**config.mk**
```make
export PLATFORM = sky130hd
export DESIGN_NAME = pipeline_hazard_ctrl
export DESIGN_NICKNAME = d
export VERILOG_FILES = /design/src/rtl/pipeline_hazard_ctrl_pkg.sv /design/src/rtl/pipeline_hazard_ctrl_perf.sv /design/src/rtl/pipeline_hazard_ctrl.sv
export SDC_FILE = /design/constraint.sdc
export NUM_CORES = 1
export LEC_CHECK = 0
export ABC_CLOCK_PERIOD_IN_PS = 6550
export BUFFER_PORTS_ARGS = -buffer_cell sky130_fd_sc_hd__buf_2
export CAP_MARGIN = 20
export CORE_ASPECT_RATIO = 0.8
export CORE_MARGIN = 4
export CORE_UTILIZATION = 47
export CTS_BUF_LIST = sky130_fd_sc_hd__clkbuf_16
export CTS_CLUSTER_DIAMETER = 60
export DETAILED_ROUTE_END_ITERATION = 10
export HOLD_SLACK_MARGIN = 0.08
export PLACE_DENSITY = 0.82
export SLEW_MARGIN = 20
export SYNTH_ARGS = -nofsm -noshare
export SYNTH_HDL_FRONTEND = slang
export SYNTH_SLANG_ARGS = --single-unit
```
**constraint.sdc**
```tcl
create_clock -name clk -period 6.55 [get_ports clk]
set_input_delay 1.6375 -clock clk [delete_from_list [all_inputs] [get_ports clk]]
set_output_delay 1.6375 -clock clk [all_outputs]
set_load 0.05 [all_outputs]
```
**src/rtl/pipeline_hazard_ctrl_pkg.sv**
```systemverilog
// Shared pipeline definitions: canonical NOP contents and the hazard sequencer state type.
package pipe_pkg;

    localparam logic [31:0] NOP_INST = 32'h0000_0013;
    localparam logic [31:0] NOP_PC   = 32'h0000_0000;

    typedef enum logic [1:0] {
        INIT     = 2'd0,
        RUN      = 2'd1,
        MEM_WAIT = 2'd2
    } ctrl_state_t;

endpackage

```
**src/rtl/pipeline_hazard_ctrl_perf.sv**
```systemverilog
// 32-bit wrapping event counter with enable and asynchronous clear.
module perf_counter32 (
    input  logic        clk,
    input  logic        rst,
    input  logic        en,
    output logic [31:0] count
);

    // Count enabled cycles, wrapping modulo 2^32
    always_ff @(posedge clk or posedge rst) begin
        if (rst) begin
            count <= 32'd0;
        end else if (en) begin
            count <= count + 32'd1;
        end else begin
            count <= count;
        end
    end

endmodule

```
**src/rtl/pipeline_hazard_ctrl.sv**
```systemverilog
// Stall/flush sequencer for the five-stage pipeline: drain after reset, load-use bubbles,
// EX redirects and memory freezes, with stall/flush counters and a sticky memory-timeout flag.
module pipeline_hazard_ctrl
    import pipe_pkg::*;
#(
    parameter int INIT_CYCLES = 2,
    parameter int TIMEOUT     = 1024
) (
    input  logic        clk,
    input  logic        rst,
    input  logic [4:0]  id_rs1,
    input  logic [4:0]  id_rs2,
    input  logic        id_use_rs1,
    input  logic        id_use_rs2,
    input  logic [4:0]  ex_rd,
    input  logic        ex_mem_read,
    input  logic        ex_redirect,
    input  logic        imem_ready,
    input  logic        dmem_req,
    input  logic        dmem_ready,
    output logic        pc_we,
    output logic        ifid_we,
    output logic        idex_we,
    output logic        back_we,
    output logic        ifid_flush,
    output logic        idex_flush,
    output logic [31:0] stall_cycles,
    output logic [31:0] flush_events,
    output logic        mem_timeout
);

    localparam int IW = $clog2(INIT_CYCLES + 1);
    localparam int WW = $clog2(TIMEOUT + 1);

    ctrl_state_t   state_r;
    ctrl_state_t   state_nxt_s;
    logic [IW-1:0] init_cnt_r;
    logic [WW-1:0] wait_cnt_r;
    logic          mem_stall_s;
    logic          load_use_s;
    logic          redirect_fire_s;
    logic          stall_cnt_en_s;

    assign mem_stall_s = ~imem_ready | (dmem_req & ~dmem_ready);
    assign load_use_s  = ex_mem_read & (ex_rd != 5'd0) &
                         ((id_use_rs1 & (id_rs1 == ex_rd)) | (id_use_rs2 & (id_rs2 == ex_rd)));

    // Enable/flush decode; INIT values are the defaults and drain NOPs through the pipe
    always_comb begin
        pc_we           = 1'b0;
        ifid_we         = 1'b1;
        idex_we         = 1'b1;
        back_we         = 1'b1;
        ifid_flush      = 1'b1;
        idex_flush      = 1'b1;
        redirect_fire_s = 1'b0;
        case (state_r)
            RUN, MEM_WAIT: begin
                if (mem_stall_s) begin
                    ifid_we    = 1'b0;
                    idex_we    = 1'b0;
                    back_we    = 1'b0;
                    ifid_flush = 1'b0;
                    idex_flush = 1'b0;
                end else if (ex_redirect) begin
                    // The squashed ID instruction makes any load-use hazard moot
                    pc_we           = 1'b1;
                    redirect_fire_s = 1'b1;
                end else if (load_use_s) begin
                    ifid_we    = 1'b0;
                    ifid_flush = 1'b0;
                end else begin
                    pc_we      = 1'b1;
                    ifid_flush = 1'b0;
                    idex_flush = 1'b0;
                end
            end
            default: begin
                pc_we = 1'b0;
            end
        endcase
    end

    // Next-state selection
    always_comb begin
        state_nxt_s = state_r;
        case (state_r)
            INIT: begin
                if (init_cnt_r == IW'(INIT_CYCLES - 1)) begin
                    state_nxt_s = RUN;
                end else begin
                    state_nxt_s = INIT;
                end
            end
            RUN, MEM_WAIT: begin
                if (mem_stall_s) begin
                    state_nxt_s = MEM_WAIT;
                end else begin
                    state_nxt_s = RUN;
                end
            end
            default: begin
                state_nxt_s = INIT;
            end
        endcase
    end

    // State, drain counter, wait counter and sticky timeout flag
    always_ff @(posedge clk or posedge rst) begin
        if (rst) begin
            state_r     <= INIT;
            init_cnt_r  <= {IW{1'b0}};
            wait_cnt_r  <= {WW{1'b0}};
            mem_timeout <= 1'b0;
        end else begin
            state_r <= state_nxt_s;
            if (state_r == INIT) begin
                init_cnt_r <= init_cnt_r + IW'(1);
            end else begin
                init_cnt_r <= init_cnt_r;
            end
            if (state_r == RUN && mem_stall_s) begin
                wait_cnt_r <= WW'(1);
            end else if (state_r == MEM_WAIT && mem_stall_s) begin
                wait_cnt_r <= (wait_cnt_r == WW'(TIMEOUT)) ? wait_cnt_r : wait_cnt_r + WW'(1);
            end else begin
                wait_cnt_r <= {WW{1'b0}};
            end
            if (state_r == MEM_WAIT && mem_stall_s && wait_cnt_r == WW'(TIMEOUT - 1)) begin
                mem_timeout <= 1'b1;
            end else begin
                mem_timeout <= mem_timeout;
            end
        end
    end

    assign stall_cnt_en_s = (state_r != INIT) & ~pc_we;

    perf_counter32 u_stall_cnt (
        .clk   (clk),
        .rst   (rst),
        .en    (stall_cnt_en_s),
        .count (stall_cycles)
    );

    perf_counter32 u_flush_cnt (
        .clk   (clk),
        .rst   (rst),
        .en    (redirect_fire_s),
        .count (flush_events)
    );

endmodule

```
* Yosys cells after proc, flatten, opt, wreduce, memory -nomap -nowiden
Cells that the tools add are included.
** Word-level totals
- Bits in registers :: 80
- Bits of input ports :: 24
- Output and inout port bits :: 71
- Logic and storage cells :: 57
** Operators by class
- Add/subtract/negate cells :: 4
- Eq/ne operators :: 8
- Muxes and demuxes :: 21
- Bitwise gates (word level) :: 11
- Reduce and logical (&&, ||, !) cells :: 7
** Operators by type and width (number)
- $add 32x1->32 const B :: 2
- $mux 11 :: 3
- $mux 1 :: 16
- $add 11x1->11 const B :: 1
- $eq 11x10->1 const B :: 1
- $eq 11x11->1 const B :: 1
- $eq 5x5->1 :: 2
- $and 1x1->1 :: 6
- $reduce_bool 5->1 :: 1
- $eq 2x1->1 const B :: 2
- $pmux 2 s2 :: 1
- $logic_and 1x1->1 :: 3
- $ne 3x3->1 const B :: 1
- $not 1->1 :: 3
- $add 2x1->2 const B :: 1
- $eq 2x2->1 const B :: 1
- $logic_not 2->1 :: 1
- $mux 2 :: 1
- $or 1x1->1 :: 2
- $reduce_bool 2->1 :: 1
- $reduce_or 2->1 :: 1

* Longest topological paths before layout
- Word-level depth :: 10
- Depth in mapped cells :: 9
- Mapped depth without buffers :: 8

* Cells and area by module
Synthesis repeated with hierarchy kept, for this count alone.
** Unflattened totals
- Cells, all modules :: 367
- Area, all modules :: 4068.9 um^2
** Modules (own cells, without submodules)
- perf_counter32 :: times used 2, cells an instance 126, area each 1510.2 um^2, sequential area each 800.8 um^2
- pipeline_hazard_ctrl :: times used 1, cells an instance 115, area each 1048.5 um^2, sequential area each 400.4 um^2

* Worst setup path before layout
No wires, ideal clock.
- Path type :: input to output
- Start :: in ex_rd[1]
- End :: out ifid_we
- Data arrival time :: 3.298 ns
- Data required time :: 4.912 ns
- Slack :: 1.615 ns
- Stages :: 3
- Buffers on the path :: 0
- Path through :: or4_1 o21a_1 a41oi_1
** On the way
- Longest elaborated chain between the ends :: 8
- Elaborated cells on any way between the ends :: 12
- Classes of those cells :: eq/ne (2); mux (4); bitwise (5); reduce/logical (1)
** Ends and longest elaborated chain
- from (decl) :: RTL line pipeline_hazard_ctrl.sv:15 : input logic [4:0] ex_rd,
- $eq 5x5->1 :: RTL line pipeline_hazard_ctrl.sv:46 : ((id_use_rs1 & (id_rs1 == ex_rd)) | (id_use_rs2 & (id_rs2 == ex_rd)));
- $and 1x1->1 :: RTL line pipeline_hazard_ctrl.sv:46
- $or 1x1->1 :: RTL line pipeline_hazard_ctrl.sv:46
- $and 1x1->1 * :: RTL line pipeline_hazard_ctrl.sv:45 : assign load_use_s = ex_mem_read & (ex_rd != 5'd0) &
- $mux 1 * :: RTL line pipeline_hazard_ctrl.sv:69 : end else if (load_use_s) begin
- $mux 1 * :: RTL line pipeline_hazard_ctrl.sv:65 : end else if (ex_redirect) begin
- $mux 1 * :: RTL line pipeline_hazard_ctrl.sv:59 : if (mem_stall_s) begin
- $mux 1 * :: RTL line pipeline_hazard_ctrl.sv:57 : case (state_r)
- to (decl) :: RTL line pipeline_hazard_ctrl.sv:22 : output logic ifid_we,
Every way passes the cells marked *; elsewhere a longest branch is shown, timed or not.

* Worst setup path in the final report
Same ends and word-level chain as after synthesis.

==> results.md <==
- The flow ran to the end, and the final reports show no timing, DRC or antenna violations.
- For this design, the sink count on the clock tree is 80.
- The critical path is of the in -> out type.
- STA puts the critical path data arrival time at 3.07 ns.
- The cell at the slowest stage of the critical path is or4_1.
- For this design the static power due to leakage is 2.29 nW.
- Setup violations remaining at the end of the flow were counted as 0.
- The internal portion of the total power is 985 uW.
- TritonCTS built the clock tree.
- The final layout net count is 509.
- Summing over every cut layer, the via total after detailed routing is 3076.
- The layout cell share with drive strength beyond 1 is 25.4%.
- The detailed router's first-iteration violation count is 121.
- The cell area that synthesis handed to floorplanning was 0.00398 mm2.
- The cell seen most often among critical-path stages is buf_2.
- The worst register-to-register path has a setup slack of 4.00 ns.
- Dividing total power by cell area gives a power density of 339 mW/mm2.
- The half-perimeter wire length after detailed placement is 6.21 mm.
- The tool flagged a number of max-cap violations equal to 0.
- The number of cell rows is 29.
- The number of synthesized register bits is 80.
- The routability congestion estimate is 0.779.
- The final period utilization is 71.9%.
- The leading cell type by number of instances after synthesis is dfrtp_1.
- The switching portion of total power is 39.9%.
- The tightest hold path in the finished design has a slack of 0.460 ns.
- The full die area is 0.0100 mm2.
- The initial antenna violation count is 0.
- The number of buffers created by CTS is 9.
- The critical path depth in cells is 5.
- The design draws 1.64 mW.
- The maximum count of clock buffers along a single path is 2.
- The first global-routing pass estimated 14.9 mm of wire.
- The routed wirelength normalized by instance count is 14.4 um.
- The number of setup buffers added after CTS is 0.
- The classification of the worst-slack hold path is reg -> reg.
- VDD sags by at most 0.000332 V.
- Synthesis produced a netlist whose cell count is 378.
- The H-tree generated during clock tree synthesis spans 3 levels.
- The layout has 677 filler cells.
- Of the synthesized area, sequential elements account for 50.3%.
- In this run, synthesis inferred 0 flip-flops with an integrated enable.
- STA classifies the critical path endpoint as a primary output.
- The minimum clock period after layout is 4.71 ns.
- The combinational cell fraction of total power is 32.6%.
- The cell type contributing the most total cell area after synthesis is dfrtp_1.
- The number of global-route vias before repair was 3069.
- The most instantiated flip-flop cell in the synthesis netlist is dfrtp_1.
- In the post-synthesis netlist, the biggest area contributors are dfrtp_1 (50%), xor2_1 (9.5%), xnor2_1 (8.1%).
- In this run the biggest area consumer among cell types represents 50.3% of the synthesized area.
- The total count of max-transition violations in the final report is 0.
- The area growth from synthesis to layout is 21.6%.
- The repair_antennas step left the layout with diodes totalling 0.
- The number of nets with antenna violations after routing is 0.
- The number of DRC violations after detailed routing is 0.
- The net switching power figure is 654 uW.
- The tree is rooted in a clkbuf_16.
- The average cell area after synthesis is 10.5 um2.
- Pin placement for this block handled 95 I/O pins.
- The starting density of the core is 49.1%.
- The worst-margin pin slew is 0.725 ns.
- In this run the critical register-to-register path is captured at u_flush_cnt.count[31]$_DFFE_PP0P_.
- The final-report hold violation count is 0.
- In this run the worst path has a maximum fanout of 5.
- The post-cts hold buffer count is 0.
- The number of warning messages in the yosys log is 0.
- Entering global routing, the biggest net connects 81 pins.
- The launching instance or port of the critical path is ex_rd[1].
- The final wirelength is 8.50 mm.
- The distinct cell type count after synthesis is 43.
- In this run the tightest slew margin relative to its limit is 51.7%.
- After detailed routing, the number of vias per cell comes to 5.22.
- Between clock sinks in the finished design, the worst skew comes to 0.00557 ns.
- Together, buffers and inverters on the worst path number 2.
- The area of the core is 0.00809 mm2.
- Setup repair after global routing left no endpoint under its margin.
- After clock tree synthesis, the repair step resized 0 gates.
- STA classifies the critical path startpoint as an input port.
- Data on the critical path is required at its endpoint by 4.91 ns.
- The die is 90.3 um tall.
- Clock latency on the worst-skew pair, taken at its later pin, is 0.33 ns.
- The count of input and output buffers is 94.
- The width of the die is 111 um.
- Traced cell by cell, the critical path runs through buf_2 -> or4_1 -> o21a_1 -> a41oi_1 -> buf_2.
- In the synthesized netlist, the cells that appear most often are dfrtp_1 (80), xor2_1 (43), xnor2_1 (37).
- The total global-route track usage is 17.8%.
- Per report_power, the sequential group accounts for 37.4% of the total.
- The number of nets in the synthesized netlist is 411.
- The share of async-settable or async-resettable flops after synthesis is 100%.
- On the worst path, the slowest cell contributes a delay of 0.53 ns.
- The first detailed-routing pass ran for 4 iterations.
- The total overflow left after global routing is 0.
- After clock tree synthesis, the clock-pin slew on the worst setup and hold paths is 0.06 ns.
- The achievable frequency is 212 MHz.
- The worst register-to-register path begins at state_r[0]$_DFF_PP0_.
- The sum of negative setup slack is 0 ns.
- The clock network is responsible for 30.1% of the overall power.
- The path depth of the worst reg2reg path is 8.
- The most critical setup path has its endpoint at ifid_we.
- The kind of cell adding the most delay to the critical path is simple AND/OR/NAND/NOR gates.
power groups by stage:
stage | registers, mW | clock network (mW) | logic [mW]
5_1_grt | 0.621 | 0.530 | 0.568
6_report | 0.612 | 0.493 | 0.534
3_5_place_dp | 0.619 | 0 | 0.535
4_1_cts | 0.612 | 0.503 | 0.537
3_3_place_gp | 0.615 | 0 | 0.524
2_1_floorplan | 0.733 | 0 | 0.303
how the worst min path moves through the flow:
stage | start | endpoint | slack [ns] | cells past startpoint
global placement | mem_timeout$_DFFE_PP0P_ | mem_timeout$_DFFE_PP0P_ | 0.45 | 2
floorplan | init_cnt_r[0]$_DFFE_PP0P_ | init_cnt_r[0]$_DFFE_PP0P_ | 0.45 | 1
global route | init_cnt_r[0]$_DFFE_PP0P_ | init_cnt_r[0]$_DFFE_PP0P_ | 0.49 | 1
CTS | mem_timeout$_DFFE_PP0P_ | mem_timeout$_DFFE_PP0P_ | 0.47 | 2
finish | mem_timeout$_DFFE_PP0P_ | mem_timeout$_DFFE_PP0P_ | 0.46 | 2
detailed placement | mem_timeout$_DFFE_PP0P_ | mem_timeout$_DFFE_PP0P_ | 0.45 | 2
cell families (layout without fill, tap and decap cells):
| kind of cell | Yosys count | count (layout) | synth area share [%] |
|---|---|---|---|
| buffers and inverters | 23 | 126 | 2.80 |
| flip-flops | 80 | 80 | 50.3 |
| adder cells (fa/ha/maj) | 9 | 9 | 2.83 |
| AO/OA/AOI/OAI | 18 | 18 | 3.46 |
| AND/OR/NAND/NOR | 165 | 165 | 22.1 |
| XOR/XNOR | 80 | 80 | 17.6 |
| multiplexers | 3 | 3 | 0.818 |
layer usage:
layer	up-vias	track usage (%)	wire length (um)
met1	1501	23.0	3840
met5	-	0	0
met4	0	3.38	76
met3	7	4.76	434
li1	1492	-	-
met2	76	30.3	4160
worst min-delay path: stages (launching register included):
cell and delay [ns]:
dfrtp_1 0.33, inv_1 0.04, o31ai_1 0.05
sequential cells by signal, indices dropped and copies added (netlist names):
signal	cells
u_flush_cnt.count	32
u_stall_cnt.count	32
wait_cnt_r	11
init_cnt_r	2
state_r	2
mem_timeout	1
cell type report:
class                      count  area [um2]  area share [%]
multi-input combinational    275        1860            38.5
sequential                    80        2000            41.4
timing repair buffer          95         482            9.97
inverter                      15        57.6            1.19
tap                          108         135            2.80
clock buffer                   9         225            4.66
clock inverter                 7        68.8            1.42
placed cells by master, fill, tap and decap left out, drive strengths merged:
master     n
buf       95
dfrtp     80
xor2      43
xnor2     37
nand2     36
nor2      32
nand3     28
nand4     16
inv       16
nor4      12
nor3      11
and3      10
ha         9
clkbuf     9
a21oi      6
or3        6
a31oi      4
clkinv     4
o21ai      3
nor3b      3
nand2b     3
nor4b      3
or4        2
mux2       2
a41oi      2
or2        1
o22ai      1
o21a       1
and2       1
mux2i      1
o31ai      1
and4       1
clkinvlp   1
bufinv     1
stage by stage:
stage / instance area [um2] / std cells / worst slack, ns / utilization [%]
floorplan: 3980 / 378 / 1.62 / -
detailed placement: 4540 / 573 / 1.84 / 56.1
global placement: 4540 / 573 / 1.86 / 56.1
CTS: 4830 / 589 / 1.83 / 59.7
finish: 4830 / 589 / 1.84 / 59.7
global route: 4830 / 589 / 1.77 / 59.7
Power figures use the tool's default switching activity.
